==> src/rtl/word_tx_queue_pkg.sv <==
// Shared types and constants for the paced UART word transmit queue.
package word_tx_queue_pkg;

  localparam int unsigned UART_FRAME_BITS = 10;
  // Two byte frames per word plus one bit period of margin.
  localparam int unsigned WORD_CLK_FACTOR = 2 * UART_FRAME_BITS + 1;

  typedef enum logic [1:0] {
    IDLE   = 2'd0,
    LAUNCH = 2'd1,
    HOLD   = 2'd2
  } tx_q_state_t;

endpackage

==> src/rtl/word_fifo.sv <==
// DEPTH x 16 synchronous FIFO; pointers carry one extra bit to separate full from empty.
module word_fifo #(
  parameter int unsigned DEPTH = 8
) (
  input  logic                     clk,
  input  logic                     rst,
  input  logic [15:0]              push_data,
  input  logic                     push,
  input  logic                     pop,
  output logic [15:0]              pop_data,
  output logic                     full,
  output logic                     empty,
  output logic [$clog2(DEPTH):0]   level
);

  localparam int unsigned AW = $clog2(DEPTH);
  localparam int unsigned PW = AW + 1;

  logic [PW-1:0] wr_ptr;
  logic [PW-1:0] rd_ptr;
  logic [15:0]   mem [DEPTH];
  logic          do_push;
  logic          do_pop;

  assign level    = wr_ptr - rd_ptr;
  assign full     = (level == PW'(DEPTH));
  assign empty    = (level == '0);
  assign do_push  = push & ~full;
  assign do_pop   = pop & ~empty;
  assign pop_data = mem[rd_ptr[AW-1:0]];

  always_ff @(posedge clk or posedge rst) begin
    if (rst) begin
      wr_ptr <= '0;
      rd_ptr <= '0;
    end else begin
      if (do_push) wr_ptr <= wr_ptr + PW'(1);
      if (do_pop)  rd_ptr <= rd_ptr + PW'(1);
    end
  end

  // Storage needs no reset: the pointers define what is valid.
  always_ff @(posedge clk) begin
    if (do_push) mem[wr_ptr[AW-1:0]] <= push_data;
  end

endmodule

==> src/rtl/word_tx_queue.sv <==
// Queues core words and launches them to the UART transceiver at a fixed word period.
// Optional overflow reporting enabled by defining WORD_TX_QUEUE_OVF_EN.
module word_tx_queue
  import word_tx_queue_pkg::*;
#(
  parameter int unsigned DEPTH        = 8,
  parameter int unsigned CLKS_PER_BIT = 434,
  parameter int unsigned WORD_CLKS    = WORD_CLK_FACTOR * CLKS_PER_BIT
) (
  input  logic                   clk,
  input  logic                   rst,
  input  logic [15:0]            wr_data,
  input  logic                   wr_valid,
  output logic                   wr_ready,
  output logic [15:0]            data_send,
  output logic                   data_send_valid,
  output logic [$clog2(DEPTH):0] level,
  output logic                   busy
`ifdef WORD_TX_QUEUE_OVF_EN
  ,
  output logic                   overflow,
  output logic [7:0]             drop_count
`endif
);

  localparam int unsigned CNT_W = $clog2(WORD_CLKS);

  tx_q_state_t      state_q, state_d;
  logic [CNT_W-1:0] cnt_q, cnt_d;
  logic [15:0]      data_send_d;
  logic             data_send_valid_d;
  logic             pop_c;
  logic             full;
  logic             empty;
  logic [15:0]      head;

  word_fifo #(.DEPTH(DEPTH)) u_fifo (
    .clk       (clk),
    .rst       (rst),
    .push_data (wr_data),
    .push      (wr_valid),
    .pop       (pop_c),
    .pop_data  (head),
    .full      (full),
    .empty     (empty),
    .level     (level)
  );

  assign wr_ready = ~full;
  assign busy     = (state_q != IDLE) || (level != '0);

  always_ff @(posedge clk or posedge rst) begin
    if (rst) begin
      state_q         <= IDLE;
      cnt_q           <= '0;
      data_send       <= 16'h0;
      data_send_valid <= 1'b0;
    end else begin
      state_q         <= state_d;
      cnt_q           <= cnt_d;
      data_send       <= data_send_d;
      data_send_valid <= data_send_valid_d;
    end
  end

  // HOLD lasts WORD_CLKS-2 cycles so IDLE pops exactly one word period after the last pulse.
  always_comb begin
    state_d           = state_q;
    cnt_d             = cnt_q;
    data_send_d       = data_send;
    data_send_valid_d = 1'b0;
    pop_c             = 1'b0;
    case (state_q)
      IDLE: begin
        if (!empty) begin
          pop_c             = 1'b1;
          data_send_d       = head;
          data_send_valid_d = 1'b1;
          state_d           = LAUNCH;
        end
      end
      LAUNCH: begin
        cnt_d   = CNT_W'(WORD_CLKS - 3);
        state_d = HOLD;
      end
      HOLD: begin
        if (cnt_q == '0) state_d = IDLE;
        else             cnt_d   = cnt_q - CNT_W'(1);
      end
      default: state_d = IDLE;
    endcase
  end

`ifdef WORD_TX_QUEUE_OVF_EN
  always_ff @(posedge clk or posedge rst) begin
    if (rst) begin
      overflow   <= 1'b0;
      drop_count <= 8'd0;
    end else if (wr_valid && full) begin
      overflow <= 1'b1;
      if (drop_count != 8'hFF) drop_count <= drop_count + 8'd1;
    end
  end
`endif

endmodule
==> config.mk <==
export PLATFORM = sky130hd
export DESIGN_NAME = word_tx_queue
export DESIGN_NICKNAME = d
export VERILOG_FILES = /design/src/rtl/word_tx_queue_pkg.sv /design/src/rtl/word_fifo.sv /design/src/rtl/word_tx_queue.sv
export SDC_FILE = /design/constraint.sdc
export NUM_CORES = 1
export LEC_CHECK = 0
export CAP_MARGIN = 20
export CORE_MARGIN = 4
export CORE_UTILIZATION = 40
export DETAILED_ROUTE_END_ITERATION = 7
export SETUP_SLACK_MARGIN = 0.3
export SLEW_MARGIN = 30
export SYNTH_ARGS = -nofsm -noshare
export SYNTH_HDL_FRONTEND = slang
export SYNTH_SLANG_ARGS = --single-unit
==> constraint.sdc <==
create_clock -name clk -period 5.1 [get_ports clk]
set_input_delay 1.02 -clock clk [delete_from_list [all_inputs] [get_ports clk]]
set_output_delay 1.02 -clock clk [all_outputs]
set_load 0.02 [all_outputs]
==> impl_metrics.tcl <==
set metrics [dict create \
    drc 0 \
    async_reset_ff_share_pct 24.3 \
    grt_overflow 0 \
    viasPerCell 5.25 \
    final_nets 489 \
    ys_seq_elements 169 \
    grt_start_max_net_pins 42 \
    critPathBufInv 3 \
    cts_resized 0 \
    rsz0062_at_grt "false" \
    cp_slowest_stage_delay_ns 0.60 \
    clkPwrFrac_pct 24.1 \
    internal_power_mw 3.28 \
    wirelength_um 13500 \
    synth_common_cells "edfxtp_1 (128), nand2_1 (46), dfrtp_1 (41)" \
    grt_pass1_wl_um 22200 \
    routedWlPerCell_um 19.4 \
    syn-num-nets 434 \
    layout_min_cycle_time_ns 4.25 \
    synth.distinct_cells 45 \
    utilization_pct 48.9 \
    finalHoldWorstSlack_ns 0.506 \
    multiInputGateArea_um2 1860 \
    fp.dieH_um 139 \
    p_comb_share_pct 37.0 \
    place_congestion 0.771 \
    yosys.cell_count.top_type "edfxtp_1" \
    syn_area_per_cell_um2 16.7 \
    critPathTopFamily "buffers and inverters" \
    peakVddDrop_v 0.000263 \
    max_slew.worst_pin.slew_ns 0.708 \
    crit_top_cell "inv_1" \
    synth_edf_count 128 \
    core_area_um2 16600 \
    slew_headroom_pct 52.8 \
    worstSkewPairLatency_ns 0.42 \
    yosys_warnings 0 \
    clock.fmax_ghz 0.236 \
    cts_inserted_buffers 17 \
    hold_buffers 0 \
    seqPwrFrac_pct 38.9 \
    cp_data_required_time_ns 4.08 \
    drt_first_pass_iters 4 \
    hold_viol 0 \
    synth_top_flop_cell "edfxtp_1" \
    tns_ns 0 \
    maxSlewViolCount 0 \
    htree_levels 4 \
    fin_crit_sh_pct 83.3 \
    antenna_cells 0 \
    start_util_pct 41.0 \
    rows 47 \
    switching_share_pct 34.7 \
    finalPower_mw 5.01 \
    yosysTopAreaCell "edfxtp_1" \
    p_switching_mw 1.74 \
    cts_tree "done" \
    max_cap_viol_count 0 \
    cp.arrival_ns 3.23 \
    vias 3656 \
    dieWidth_um 139 \
    fillers 1407 \
    pin_count 42 \
    ant_nets 0 \
    worstPathMaxFanout 9 \
    synth.area.top_cells "edfxtp_1 (56%), dfrtp_1 (15%), mux4_2 (11%), nand2_1 (2.5%), a31oi_2 (1.8%)" \
    synth_top_area_share_pct 56.3 \
    grt_pass1_vias 3872 \
    power_density_nw_per_um2 616 \
    crit_type "flop to output pin" \
    dp_hpwl_um 7930 \
    io_buffers 41 \
    clk_pin_slew_ns 0.06 \
    finalSetupViolations 0 \
    endpoint_kind "output pin" \
    drt_iter0_markers 264 \
    syn-cell-area_um2 6830 \
    area_growth_pct 19.2 \
    cts_root_buf "clkbuf_16" \
    cp-start-kind "flop" \
    ff_latch_area_um2 4870 \
    status "finished clean" \
    grt_usage_pct 15.2 \
    die-area_um2 19200 \
    cts_sinks 169 \
    cts_setup_buffers 0 \
    syn_inst 408 \
    cpMaxStageDelayCell "clkdlybuf4s50_1" \
    skew_ns 0.0142 \
    worstPathCellList "inv_1 -> ha_1 -> inv_1 -> fa_1 -> nor3_1 -> nand4_1 -> clkdlybuf4s50_1" \
    clock_path_buffers 2 \
    min_path_type "flop to flop" \
    drive_gt1_share_pct 20.6 \
    antenna_found_initial 0 \
    ys_seq_area_share_pct 71.3 \
    power.leakage_nw 2.75 \
]
## metal layers
layer | vias up | track usage, % | part of all wire, %
met5 | - | 0 | 0
met4 | 0 | 4.99 | 1.2
met3 | 15 | 3.69 | 5.1
met2 | 74 | 25.0 | 50
met1 | 1872 | 20.0 | 43
li1 | 1695 | - | -
## final timing paths
path | depth (start not counted) | endpoint | from | slack (ns)
max reg2reg | 9 | u_fifo.mem[4][2] | u_fifo.wr_ptr[0] | 1.89
max | 7 | busy | u_fifo.wr_ptr[0] | 0.85
min reg2reg | 2 | cnt_q[8] | cnt_q[8] | 0.51
max in group asynchronous | 2 | u_fifo.rd_ptr[0] | rst | 3.66
min | 2 | cnt_q[8] | cnt_q[8] | 0.51
min in group asynchronous | 2 | data_send[8] | rst | 1.01
## sequential cells by signal, indices dropped and copies added, names as in the netlist
name	flops
u_fifo.rd_ptr	4
cnt_q	14
data_send_valid	1
state_q	2
u_fifo.wr_ptr	4
u_fifo.mem	128
data_send	16
## metrics by stage
| step | setup slack, ns | area, µm² | instances |
|---|---|---|---|
| 2_1_floorplan | 0.427 | 6830 | 408 |
| 3_3_place_gp | 1.43 | 7570 | 663 |
| 6_report | 0.854 | 8130 | 696 |
| 3_5_place_dp | 1.35 | 7570 | 663 |
| 5_1_grt | 0.669 | 8130 | 696 |
| 4_1_cts | 0.884 | 8120 | 695 |
## cell type report
type / count / share of cell area [%]
multi-input cells: 207 / 22.8
repair buffers: 57 / 6.57
well taps: 220 / 3.38
clock buffers: 20 / 5.37
inverters: 11 / 0.538
flip-flops and latches: 169 / 59.9
clock inverters: 12 / 1.43
## power groups by stage
stage | registers, mW | logic [mW] | clock network [mW]
2_1_floorplan | 1.99 | 1.24 | 0
3_3_place_gp | 1.96 | 1.86 | 0
3_5_place_dp | 1.98 | 1.88 | 0
4_1_cts | 1.95 | 1.89 | 1.24
5_1_grt | 1.98 | 2.04 | 1.31
6_report | 1.95 | 1.85 | 1.21
## worst reg2reg max path, delay by kind of cell (launching register included)
family / cells / cell delay (ns)
adder cells (fa/ha/maj): 2 / 0.66
AO/OA/AOI/OAI: 1 / 0.29
flip-flops: 1 / 0.56
AND/OR/NAND/NOR: 3 / 0.98
buffers and inverters: 3 / 0.45
## logic make-up (layout without fill, tap and decap cells)
logic type	Yosys count	count (layout)	share of synthesized area [%]
DFF	169	169	71.3
and+or+nand+nor	111	111	7.64
AOI/OAI and AO/OA	45	45	5.33
muxes	34	34	10.9
buffers and inverters	32	100	2.14
xor gates and xnor gates	10	10	1.28
adders and majority gates	7	7	1.39
## layout by cell type, fill, tap and decap left out, types with 2 or more instances in the layout
cell type        instances
edfxtp_1               128
nand2_1                 46
clkdlybuf4s50_1         41
dfrtp_1                 40
mux4_2                  32
nor2_1                  23
clkbuf_16               17
buf_4                   15
a31oi_2                 10
inv_1                    9
xor2_1                   7
a21oi_1                  7
a31oi_1                  7
nor3_1                   6
o21ai_0                  6
ha_1                     6
nand2b_1                 5
nand3_1                  5
or3_1                    4
inv_6                    4
clkinv_1                 3
xnor2_1                  3
or4_1                    3
nor3_2                   3
nor4_2                   3
nand4_1                  3
o31ai_1                  3
clkbuf_1                 3
o21ai_1                  2
nor4_1                   2
nor2b_1                  2
a311oi_1                 2
nor4b_2                  2
o211ai_1                 2
clkinv_4                 2
clkinvlp_4               2
(Power assumes the default switching activity.)
